===== src/rtl/ann_pkg.sv =====
// ann_pkg: types and constants shared by the ANN front-end.
//   FEAT_W  : feature word width expected by the ANN inputs
//   N_FEAT  : features per frame
//   stage_t : ANN sleep-stage class (0..3)
//   loader_state_t : frame loader FSM states
package ann_pkg;

    localparam int FEAT_W = 16;
    localparam int N_FEAT = 8;

    typedef logic [1:0] stage_t;

    typedef enum logic [1:0] {
        LOAD   = 2'd0,
        SETTLE = 2'd1,
        OUT    = 2'd2
    } loader_state_t;

endpackage


===== src/rtl/ann_frame_loader.sv =====
// ann_frame_loader: clocked front-end for the combinational top_ann_mem
// classifier. Serial signed features are collected into a shadow frame and
// presented on f0..f7 all at once. After SETTLE_CYC cycles the ANN's
// predicted_stage is captured and offered on a valid/ready output.
//
// Optional build macro: ANN_LOADER_STATS_EN
//   defined   : frame_cnt / err_cnt are live wrapping 16-bit counters
//   undefined : frame_cnt / err_cnt are tied to 0
//
// Ports:
//   clk, rst                 clock, synchronous active-high reset
//   s_valid/s_ready/s_data/s_last   feature beat stream (s_last = feature 7)
//   f0..f7                   frame driven to the ANN (last good frame)
//   stage_in                 predicted_stage from the ANN
//   m_valid/m_ready/m_stage  captured result
//   frame_err                one-cycle pulse per rejected beat
//   frame_cnt, err_cnt       completed / rejected frame counters
module ann_frame_loader #(
    parameter int FEAT_W     = ann_pkg::FEAT_W,
    parameter int SETTLE_CYC = 4
) (
    input  logic                     clk,
    input  logic                     rst,
    input  logic                     s_valid,
    output logic                     s_ready,
    input  logic signed [FEAT_W-1:0] s_data,
    input  logic                     s_last,
    output logic signed [FEAT_W-1:0] f0,
    output logic signed [FEAT_W-1:0] f1,
    output logic signed [FEAT_W-1:0] f2,
    output logic signed [FEAT_W-1:0] f3,
    output logic signed [FEAT_W-1:0] f4,
    output logic signed [FEAT_W-1:0] f5,
    output logic signed [FEAT_W-1:0] f6,
    output logic signed [FEAT_W-1:0] f7,
    input  logic [1:0]               stage_in,
    output logic                     m_valid,
    input  logic                     m_ready,
    output logic [1:0]               m_stage,
    output logic                     frame_err,
    output logic [15:0]              frame_cnt,
    output logic [15:0]              err_cnt
);
    import ann_pkg::*;

    localparam logic [7:0] SETTLE_INIT = 8'(SETTLE_CYC - 1);
    localparam logic [2:0] LAST_IDX    = 3'(N_FEAT - 1);

    loader_state_t state_q, state_d;
    logic [2:0]    idx_q;
    logic [7:0]    cnt_q;
    stage_t        m_stage_q;
    logic          m_valid_q;
    logic          frame_err_q;

    // Shadow holds features 0..6; feature 7 goes straight from s_data to f7.
    logic signed [FEAT_W-1:0] sh_q [N_FEAT-1];
    logic signed [FEAT_W-1:0] f_q  [N_FEAT];

    logic last_slot;
    logic accept;
    logic beat_err;
    logic frame_done;
    logic capture;
    logic result_taken;

    always_comb begin
        state_d      = state_q;
        accept       = 1'b0;
        beat_err     = 1'b0;
        frame_done   = 1'b0;
        capture      = 1'b0;
        result_taken = 1'b0;
        last_slot    = (idx_q == LAST_IDX);
        unique case (state_q)
            LOAD: begin
                accept = s_valid;
                if (s_valid) begin
                    // s_last must coincide exactly with slot 7
                    if (s_last != last_slot) begin
                        beat_err = 1'b1;
                    end else if (s_last) begin
                        frame_done = 1'b1;
                        state_d    = SETTLE;
                    end
                end
            end
            SETTLE: begin
                if (cnt_q == 8'd0) begin
                    capture = 1'b1;
                    state_d = OUT;
                end
            end
            OUT: begin
                if (m_valid_q && m_ready) begin
                    result_taken = 1'b1;
                    state_d      = LOAD;
                end
            end
            default: state_d = LOAD;
        endcase
    end

    always_ff @(posedge clk) begin
        if (rst) begin
            state_q     <= LOAD;
            idx_q       <= 3'd0;
            cnt_q       <= 8'd0;
            m_valid_q   <= 1'b0;
            m_stage_q   <= '0;
            frame_err_q <= 1'b0;
            for (int i = 0; i < N_FEAT; i++) begin
                f_q[i] <= '0;
            end
        end else begin
            state_q     <= state_d;
            frame_err_q <= beat_err;

            if (beat_err || frame_done) begin
                idx_q <= 3'd0;
            end else if (accept) begin
                idx_q <= idx_q + 3'd1;
            end

            if (frame_done) begin
                cnt_q <= SETTLE_INIT;
                for (int i = 0; i < N_FEAT - 1; i++) begin
                    f_q[i] <= sh_q[i];
                end
                f_q[N_FEAT-1] <= s_data;
            end else if (state_q == SETTLE && cnt_q != 8'd0) begin
                cnt_q <= cnt_q - 8'd1;
            end

            if (capture) begin
                m_stage_q <= stage_t'(stage_in);
                m_valid_q <= 1'b1;
            end else if (result_taken) begin
                m_valid_q <= 1'b0;
            end
        end
    end

    // Shadow is pure data; a rejected or reset frame is discarded by idx.
    always_ff @(posedge clk) begin
        if (accept && !last_slot) begin
            sh_q[idx_q] <= s_data;
        end
    end

`ifdef ANN_LOADER_STATS_EN
    logic [15:0] frame_cnt_q;
    logic [15:0] err_cnt_q;

    always_ff @(posedge clk) begin
        if (rst) begin
            frame_cnt_q <= 16'd0;
            err_cnt_q   <= 16'd0;
        end else begin
            if (capture) begin
                frame_cnt_q <= frame_cnt_q + 16'd1;
            end
            if (beat_err) begin
                err_cnt_q <= err_cnt_q + 16'd1;
            end
        end
    end

    assign frame_cnt = frame_cnt_q;
    assign err_cnt   = err_cnt_q;
`else
    assign frame_cnt = 16'd0;
    assign err_cnt   = 16'd0;
`endif

    assign s_ready   = (state_q == LOAD);
    assign m_valid   = m_valid_q;
    assign m_stage   = m_stage_q;
    assign frame_err = frame_err_q;

    assign f0 = f_q[0];
    assign f1 = f_q[1];
    assign f2 = f_q[2];
    assign f3 = f_q[3];
    assign f4 = f_q[4];
    assign f5 = f_q[5];
    assign f6 = f_q[6];
    assign f7 = f_q[7];

endmodule


===== config.mk =====
export PLATFORM = sky130hd
export DESIGN_NAME = ann_frame_loader
export DESIGN_NICKNAME = d
export VERILOG_FILES = /design/src/rtl/ann_pkg.sv /design/src/rtl/ann_frame_loader.sv
export SDC_FILE = /design/constraint.sdc
export NUM_CORES = 1
export LEC_CHECK = 0
export ABC_CLOCK_PERIOD_IN_PS = 5190
export BUFFER_PORTS_ARGS = -buffer_cell sky130_fd_sc_hd__buf_2
export CAP_MARGIN = 30
export CORE_AREA = 2 2 155 119
export DETAILED_ROUTE_END_ITERATION = 12
export DIE_AREA = 0 0 157 121
export GPL_TIMING_DRIVEN = 0
export HOLD_SLACK_MARGIN = 0.1
export PLACE_DENSITY = 0.78
export SKIP_CTS_REPAIR_TIMING = 1
export SLEW_MARGIN = 20
export SYNTH_ARGS = -nofsm -noshare
export SYNTH_HDL_FRONTEND = slang
export SYNTH_SLANG_ARGS = --single-unit

===== constraint.sdc =====
create_clock -name clk -period 5.19 [get_ports clk]
set_input_delay 0.519 -clock clk [delete_from_list [all_inputs] [get_ports clk]]
set_output_delay 0.519 -clock clk [all_outputs]
set_load 0.005 [all_outputs]

Word-level counts from Yosys, hierarchy flattened
Memory sizes are Yosys's and may differ from the RTL's.
Cells that the tools add are included.

cells by class
  equal/unequal tests = 9
  add/subtract/negate cells = 2
  bitwise logic cells = 8
  multiplexer cells = 37
  reduce and logical (&&, ||, !) cells = 13

operators by type and width
  cell                                                                      count
  16-bit two-way mux                                                        8
  1-bit two-way mux                                                         21
  2-bit two-way mux                                                         7
  8-bit logical NOT                                                         1
  2-bit inequality test (second input constant)                             4
  1-bit bitwise OR                                                          8
  8-bit nonzero test                                                        1
  8-bit by 1-bit subtractor with 8-bit output (second input constant)       1
  2-bit case mux with 3 select lines                                        1
  5-bit AND reduction                                                       1
  2-bit nonzero test                                                        2
  2-bit OR reduction                                                        2
  3-bit by 1-bit adder with 3-bit output (second input constant)            1
  3-bit == test (second input constant)                                     1
  1-bit logical AND                                                         3
  2-bit by 1-bit == test with 1-bit output (second input constant)          1
  2-bit == test (second input constant)                                     1
  2-bit logical NOT                                                         1
  2-bit by 1-bit inequality test with 1-bit output (second input constant)  1
  1-bit logical NOT                                                         1
  1-bit logical OR                                                          1
  1-bit inequality test                                                     1

storage, ports and cells
  bits in registers = 17
  input bits = 23
  logic and storage cells = 78
  memories = 2
  memory bits (writable) = 240
  output and inout bits = 165

memories
  name  words  width  read ports  clocked after memory_dff  wr ports  RTL line                source
  f_q   8      16     8           0                         8         ann_frame_loader.sv:58  logic signed [FEAT_W-1:0] f_q [N_FEAT];
  sh_q  7      16     7           0                         1         ann_frame_loader.sv:57  logic signed [FEAT_W-1:0] sh_q [N_FEAT-1];

Longest topological paths before layout
Gate-level depths: netlist of run 1.

  word-level depth = 9
  mapped depth = 9
  mapped depth without buffers = 6

Least setup slack after synthesis of run 1
Ideal clock, no wire load.

  path kind = register to register
  from = register idx_q[1]
  to = memory f_q[0][0], enable pin
  arrival time = 3.313 ns
  library setup time = 1.144 ns
  setup slack = 0.733 ns
  path buffers = 1
  cell stages (with the launch flop) = 7
  path through = dfxtp_1 ha_1 ha_1 ha_1 nand4bb_1 buf_2 nand2_1

RTL lines
  item                    RTL line                 source
  from (decl)             ann_frame_loader.sv:50   logic [2:0] idx_q;
  from (signal assigned)  ann_frame_loader.sv:122  idx_q <= idx_q + 3'd1;
  to (decl)               ann_frame_loader.sv:58

==> run metrics, run 1 <==
status=completed; Critical Path Sink Type=register; ant diodes=0; initial core utilization=0.5331; Worst Reg-to-Reg Cells=9; routed len/inst=17.48 microns; final setup margin=2356 ps; area of the multi-input gates=0.001536 sq mm; register bit total from synthesis=257; Yosys warning count=0; placed insts=964; Synth Flop Type=edfxtp_1; Power Total=4135 uW; Synth async-reset ratio=0; Max Clock Skew=20.53 ps; IO Count=188; relative slew slack=0.3845; synth unique cells=39; Synth top area share=0.7772; # DRC=0; total negative slack=0 ps; first-pass GRT wire length=26.63 mm; pre-CTS WS=2301 ps; Cells after Synth=531; Setup CP Type=reg -> reg; FP Rows=42; Core Region=0.01739 sq mm; CTS tree=done; most common cell in the netlist=edfxtp_1; Reg-to-Reg Start=idx_q[1]$_SDFFE_PP0N_; port buffer count=155; Iter 0 DRT Violations=334; EDFF count, synth=240; grt ovf=0; GR Util All Layers=0.1864; top cell type by total area after synthesis=edfxtp_1; synthesis-to-layout area growth=21.78%; CTS H-Tree Depth=1; maxcap violations=0; nets@finish=776; reg-to-reg endpoint=f_q[0][60]$_SDFFCE_PN0P_; layout cells sized above 1=0.3116; Final Cycle Share=0.5460; fraction of the yosys area taken by sequential cells=0.8139; placer's final routability congestion estimate=0.7562; antenna-violating nets left=0; Post-synth top cells=edfxtp_1 (240), and2_1 (96), nor2b_1 (33), buf_4 (32); DR vias=4,870; largest net degree at the start of global routing=66; Worst Hold Launch=stage_in[0]; Peak supply drop=0.0002082 V; Synth area leaders=edfxtp_1 (78%), and2_1 (6.5%), dfxtp_1 (3.7%); Post-Syn Area=0.009273 sq mm; startpoint types=register; vias per inst=4.827; Die Y=121 microns; crit-path max FO=10; Final Critical Period=2834 ps; total detailed-routing wirelength=17.63 mm; Num CTS Buffers=24; sequential cell area=0.007547 sq mm; Fin. Hold Viols=0; Die Footprint=0.01900 sq mm; clock slew at reported path FFs=70 ps; design area=0.01129 sq mm; clock buffer depth=3; Lkg Pwr=0.004441 uW; HPWL after DPL=12.13 mm; r2r setup slk=2360 ps; RSZ-0062 raised after global routing=false; Syn Area/Cell=17.46 sq um; measured slew at the worst slew-check pin=922.3 ps; min-delay worst type=in -> reg; vias in the first global route=4,809; die width=157 microns; Cell Area, Placed=0.01057 sq mm; Hold Path Depth=3; WP data arrival=3220 ps; fill cell count=1,252; Worst Hold End=m_stage[0]$_SDFFE_PP0P_; initial antenna violation count=0; Root Driver=clkbuf_16; CP required=5570 ps; clk_lat worst skew=520 ps; final cell count without fillers=1,009; Final Max Tran Viols=0; Detailed Routing Iterations Pass 1=5; max frequency=352.9 MHz; Sink Count=257; Power per Cell Area=366.2 mW/mm^2; Final Setup Violations=0
[stage by stage]
step	utilization	hold WS, ps
after floorplan	-	464.6
after global placement	0.6018	458.9
after detailed placement	0.6078	475.6
after CTS	0.6489	257.6
after global routing	0.6492	284.0
final	0.6492	276.2
[power by group]
part           switching [uW]  internal [uW]
combinational             119           76.5
sequential               19.8           2330
clock                     705            888
[flip-flops by register name, summed over array words and instances, names as in the netlist]
name and cells:
m_stage 2, f_q 128, sh_q 112, cnt_q 8
m_valid 1, state_q 2, idx_q 3, frame_err 1
[layout make-up]
class | count | share of cell area
well taps | 242 | 0.02681
flip-flops and latches | 257 | 0.6684
repair buffers | 161 | 0.07568
clock inverters | 10 | 0.004986
plain buffers | 52 | 0.02870
multi-input cells | 250 | 0.1361
inverters | 3 | 0.0009972
clock buffers | 34 | 0.05839
[worst max-delay path by stage]
stage | startpoint | to | slack, ps | cells after the start
final | idx_q[1]$_SDFFE_PP0N_ | f_q[0][60]$_SDFFCE_PN0P_ | 2360 | 9
after global routing | idx_q[1]$_SDFFE_PP0N_ | f_q[0][52]$_SDFFCE_PN0P_ | 2110 | 9
after CTS | idx_q[1]$_SDFFE_PP0N_ | f_q[0][60]$_SDFFCE_PN0P_ | 2280 | 9
after detailed placement | idx_q[1]$_SDFFE_PP0N_ | f_q[0][60]$_SDFFCE_PN0P_ | 2300 | 9
after global placement | idx_q[1]$_SDFFE_PP0N_ | f_q[0][33]$_SDFFCE_PN0P_ | -380 | 6
after floorplan | idx_q[1]$_SDFFE_PP0N_ | f_q[0][0]$_SDFFCE_PN0P_ | 730 | 6
[layer usage]
layer	global-route usage	wire, microns	up-vias
met4	0.04415	328	0
met5	0	0	-
li1	-	-	2298
met3	0.03821	1350	30
met2	0.2922	8112	189
met1	0.2723	7842	2353
[critical path: stages (launching register included)]
cell       delay [ps]
dfxtp_1           470
ha_1              200
ha_1              220
ha_1              170
nand4bb_1          90
buf_2             200
nor2_2            320
clkbuf_1          480
clkbuf_1          360
and2_1            190
[placed cells by master (no fill, tap or decap), types with 3 or more instances in the layout]
cell and n:
conb_1 32, a21oi_1 12, nand3b_1 9, nor2_2 6, clkbuf_16 25, clkbuf_1 26
and2_1 96, nand2_1 6, o21ai_0 3, nor2b_1 33, edfxtp_1 240, dfxtp_1 17
ha_1 4, mux2i_1 4, clkinv_2 5, nand3_1 6, clkinv_1 4, buf_2 156
nor2_1 5, nand2b_1 4, inv_1 3, buf_4 34
[kinds of logic (layout without fill, tap and decap cells)]
| group | after synthesis | count (layout) | share of synthesized area |
|---|---|---|---|
| fa+ha+maj | 4 | 4 | 0.005398 |
| compound gates | 22 | 22 | 0.01457 |
| simple gates | 188 | 188 | 0.1252 |
| mux | 4 | 4 | 0.004318 |
| flops | 257 | 257 | 0.8139 |
| other cells | 1 | 32 | 0.0004044 |
| buf+inv | 55 | 260 | 0.03616 |
Power figures use the tool's default switching activity.
==> run 2: changes to the inputs <==
ABC_AREA = 1   (was default)
ABC_CLOCK_PERIOD_IN_PS = 2300   (was 5190)
CORE_AREA = 2 2 164 126   (was 2 2 155 119)
DIE_AREA = 0 0 166 128   (was 0 0 157 121)
PLACE_DENSITY = 0.74   (was 0.78)
clock period = 2.3 ns   (was 5.19 ns; I/O delays follow)
==> run 2 against run 1 <==
Against the previous run: sequential cell count unchanged; die area is 12% higher; register-to-register slack worse by 2100 ps; global-route usage is 0.88 points lower; power up 140%; design area rose by 6.5%; maximum frequency is 37% higher; first-iteration DRC count unchanged; final cell count grew 19%; critical path type unchanged; largest power group unchanged.
==> run metrics, run 2 <==
Die Footprint=0.02125 sq mm; Largest regs=f_q: 128 flops, sh_q: 112 flops, cnt_q: 8 flops; Peak supply drop=0.0005845 V; largest net degree at the start of global routing=35; FP Rows=45; Lkg Pwr=0.005291 uW; RSZ-0062 raised after global routing=false; WP data arrival=2190 ps; Synth area leaders=edfxtp_1 (76%), inv_1 (5.7%), nor2_1 (5.0%); Post-Synth Adder-Cell Area=0.005283; CP delay by family, top=simple AND/OR/NAND/NOR gates; nets@finish=956; total detailed-routing wirelength=19.29 mm; Core Region=0.01976 sq mm; min-delay worst type=in -> reg; Syn Area/Cell=13.89 sq um; Final Setup Violations=0; clock slew at reported path FFs=70 ps; crit-path max FO=16; max frequency=484.7 MHz; Post-Syn Area=0.009474 sq mm; Max Clock Skew=13.41 ps; Critical Path Sink Type=register; DR vias=5,417; Die Y=128 microns; Cell Area, Placed=0.01091 sq mm; Sink Count=257; Post-Synth Simple-Gate Area=0.09443; grt ovf=0; CP max stage cell=nor2_2; maxcap violations=0; Setup CP Type=reg -> reg; Fin. Hold Viols=0; max reg flops=128; Post-synth top cells=edfxtp_1 (240), inv_1 (144), nor2_1 (126), nand2_1 (49), buf_4 (32); first-pass GRT wire length=28.57 mm; ant diodes=0; Synth Flop Type=edfxtp_1; design area=0.01203 sq mm; final cell count without fillers=1,204; HPWL after DPL=12.96 mm; Post-Synth XOR/XNOR Area=0.001849; # DRC=0; synth unique cells=25; Power Total=10,020 uW; CTS H-Tree Depth=1; placer's final routability congestion estimate=0.7886; EDFF count, synth=240; Largest Register=f_q; routed len/inst=16.02 microns; GR Util All Layers=0.1775; fraction of the yosys area taken by sequential cells=0.7966; Root Driver=clkbuf_16; vias in the first global route=5,056; top cell type by total area after synthesis=edfxtp_1; layout cells sized above 1=0.3044; Cells after Synth=682; CP bufs+invs=1; antenna-violating nets left=0; status=completed; Num CTS Buffers=24; startpoint types=register; Detailed Routing Iterations Pass 1=5; IO Count=188; most frequent cells in the layout=edfxtp_1 (240), buf_2 (162), inv_1 (142), nor2_1 (119), nand2_1 (49); CP required=2430 ps; CTS tree=done; initial antenna violation count=0; CP max stage delay=730 ps; initial core utilization=0.4794; clk_lat worst skew=510 ps; critical path cell sequence=nor2_4 > nand2_2 > inv_1 > nand3_1 > nor2_2; Synth async-reset ratio=0; Power per Cell Area=832.9 mW/mm^2; Synth top area share=0.7607; Final Max Tran Viols=0; clock buffer depth=3; final core area utilization=0.6085; Synth Area in Compound Gates=0.01017; most common cell in the netlist=edfxtp_1; synthesis-to-layout area growth=26.94%; commonest non-fill, non-tap cell in the layout=edfxtp_1; Final Critical Period=2063 ps; placed insts=1,135; port buffer count=155; measured slew at the worst slew-check pin=899.6 ps; post-synthesis mux area share=0; Final Cycle Share=0.8970; Yosys warning count=0; Iter 0 DRT Violations=334; die width=166 microns; relative slew slack=0.3996; vias per inst=4.499; largest family of logic cells by synthesized area=simple AND/OR/NAND/NOR gates; register bit total from synthesis=257
## run 2: power breakdown
part | internal [uW] | switching (uW)
clock network | 2660 | 1620
registers | 5250 | 44.1
logic | 182 | 266
## run 2: layout make-up
class / count / area [sq um]
Fill cell: 1513 / 7736
Clock inverter: 13 / 214.0
Buffer: 46 / 324.1
Multi-Input combinational cell: 266 / 1250
Timing Repair Buffer: 190 / 1177
Clock buffer: 30 / 644.4
Inverter: 144 / 544.3
Sequential cell: 257 / 7550
Tap cell: 258 / 322.8
## run 2: worst paths after layout
| check | startpoint | endpoint | slack [ps] | depth (start not counted) |
|---|---|---|---|---|
| hold reg to reg | m_stage[0]$_SDFFE_PP0P_ | m_stage[0]$_SDFFE_PP0P_ | 460 | 2 |
| setup / recovery | state_q[1]$_SDFFE_PP0P_ | sh_q[1][3]$_DFFE_PP_ | 240 | 5 |
| hold / removal | rst | cnt_q[0]$_SDFFE_PP0P_ | 90 | 4 |
| setup reg to reg | state_q[1]$_SDFFE_PP0P_ | sh_q[1][3]$_DFFE_PP_ | 240 | 5 |
## run 2: logic make-up (layout without fill, tap and decap cells)
logic type,after synthesis,after routing
DFF,257,257
and+or+nand+nor,211,211
buffers and inverters,190,423
AOI/OAI and AO/OA,17,17
adders and majority gates,4,4
xor gates and xnor gates,2,2
other,1,32
## run 2: tightest hold or removal path, delay by kind of cell
family,cells,cell delay (ps)
buf+inv,2,220
simple gates,2,110
## run 2: per-layer routing
layer	GRT usage	wire length, microns
met1	0.2496	8620
met2	0.2770	8768
met3	0.05681	1602
met4	0.03427	301
met5	0	0
## run 2: per-stage QoR
step                worst slack [ps]  setup TNS (ps)  hold slack [ps]
detailed placement             14.03               0            454.0
global route                   77.74               0            101.8
finish                         236.9               0            92.09
floorplan                      -1041         -138070            328.9
global placement               -1962         -280390            448.9
CTS                           -18.40          -508.0           -24.01
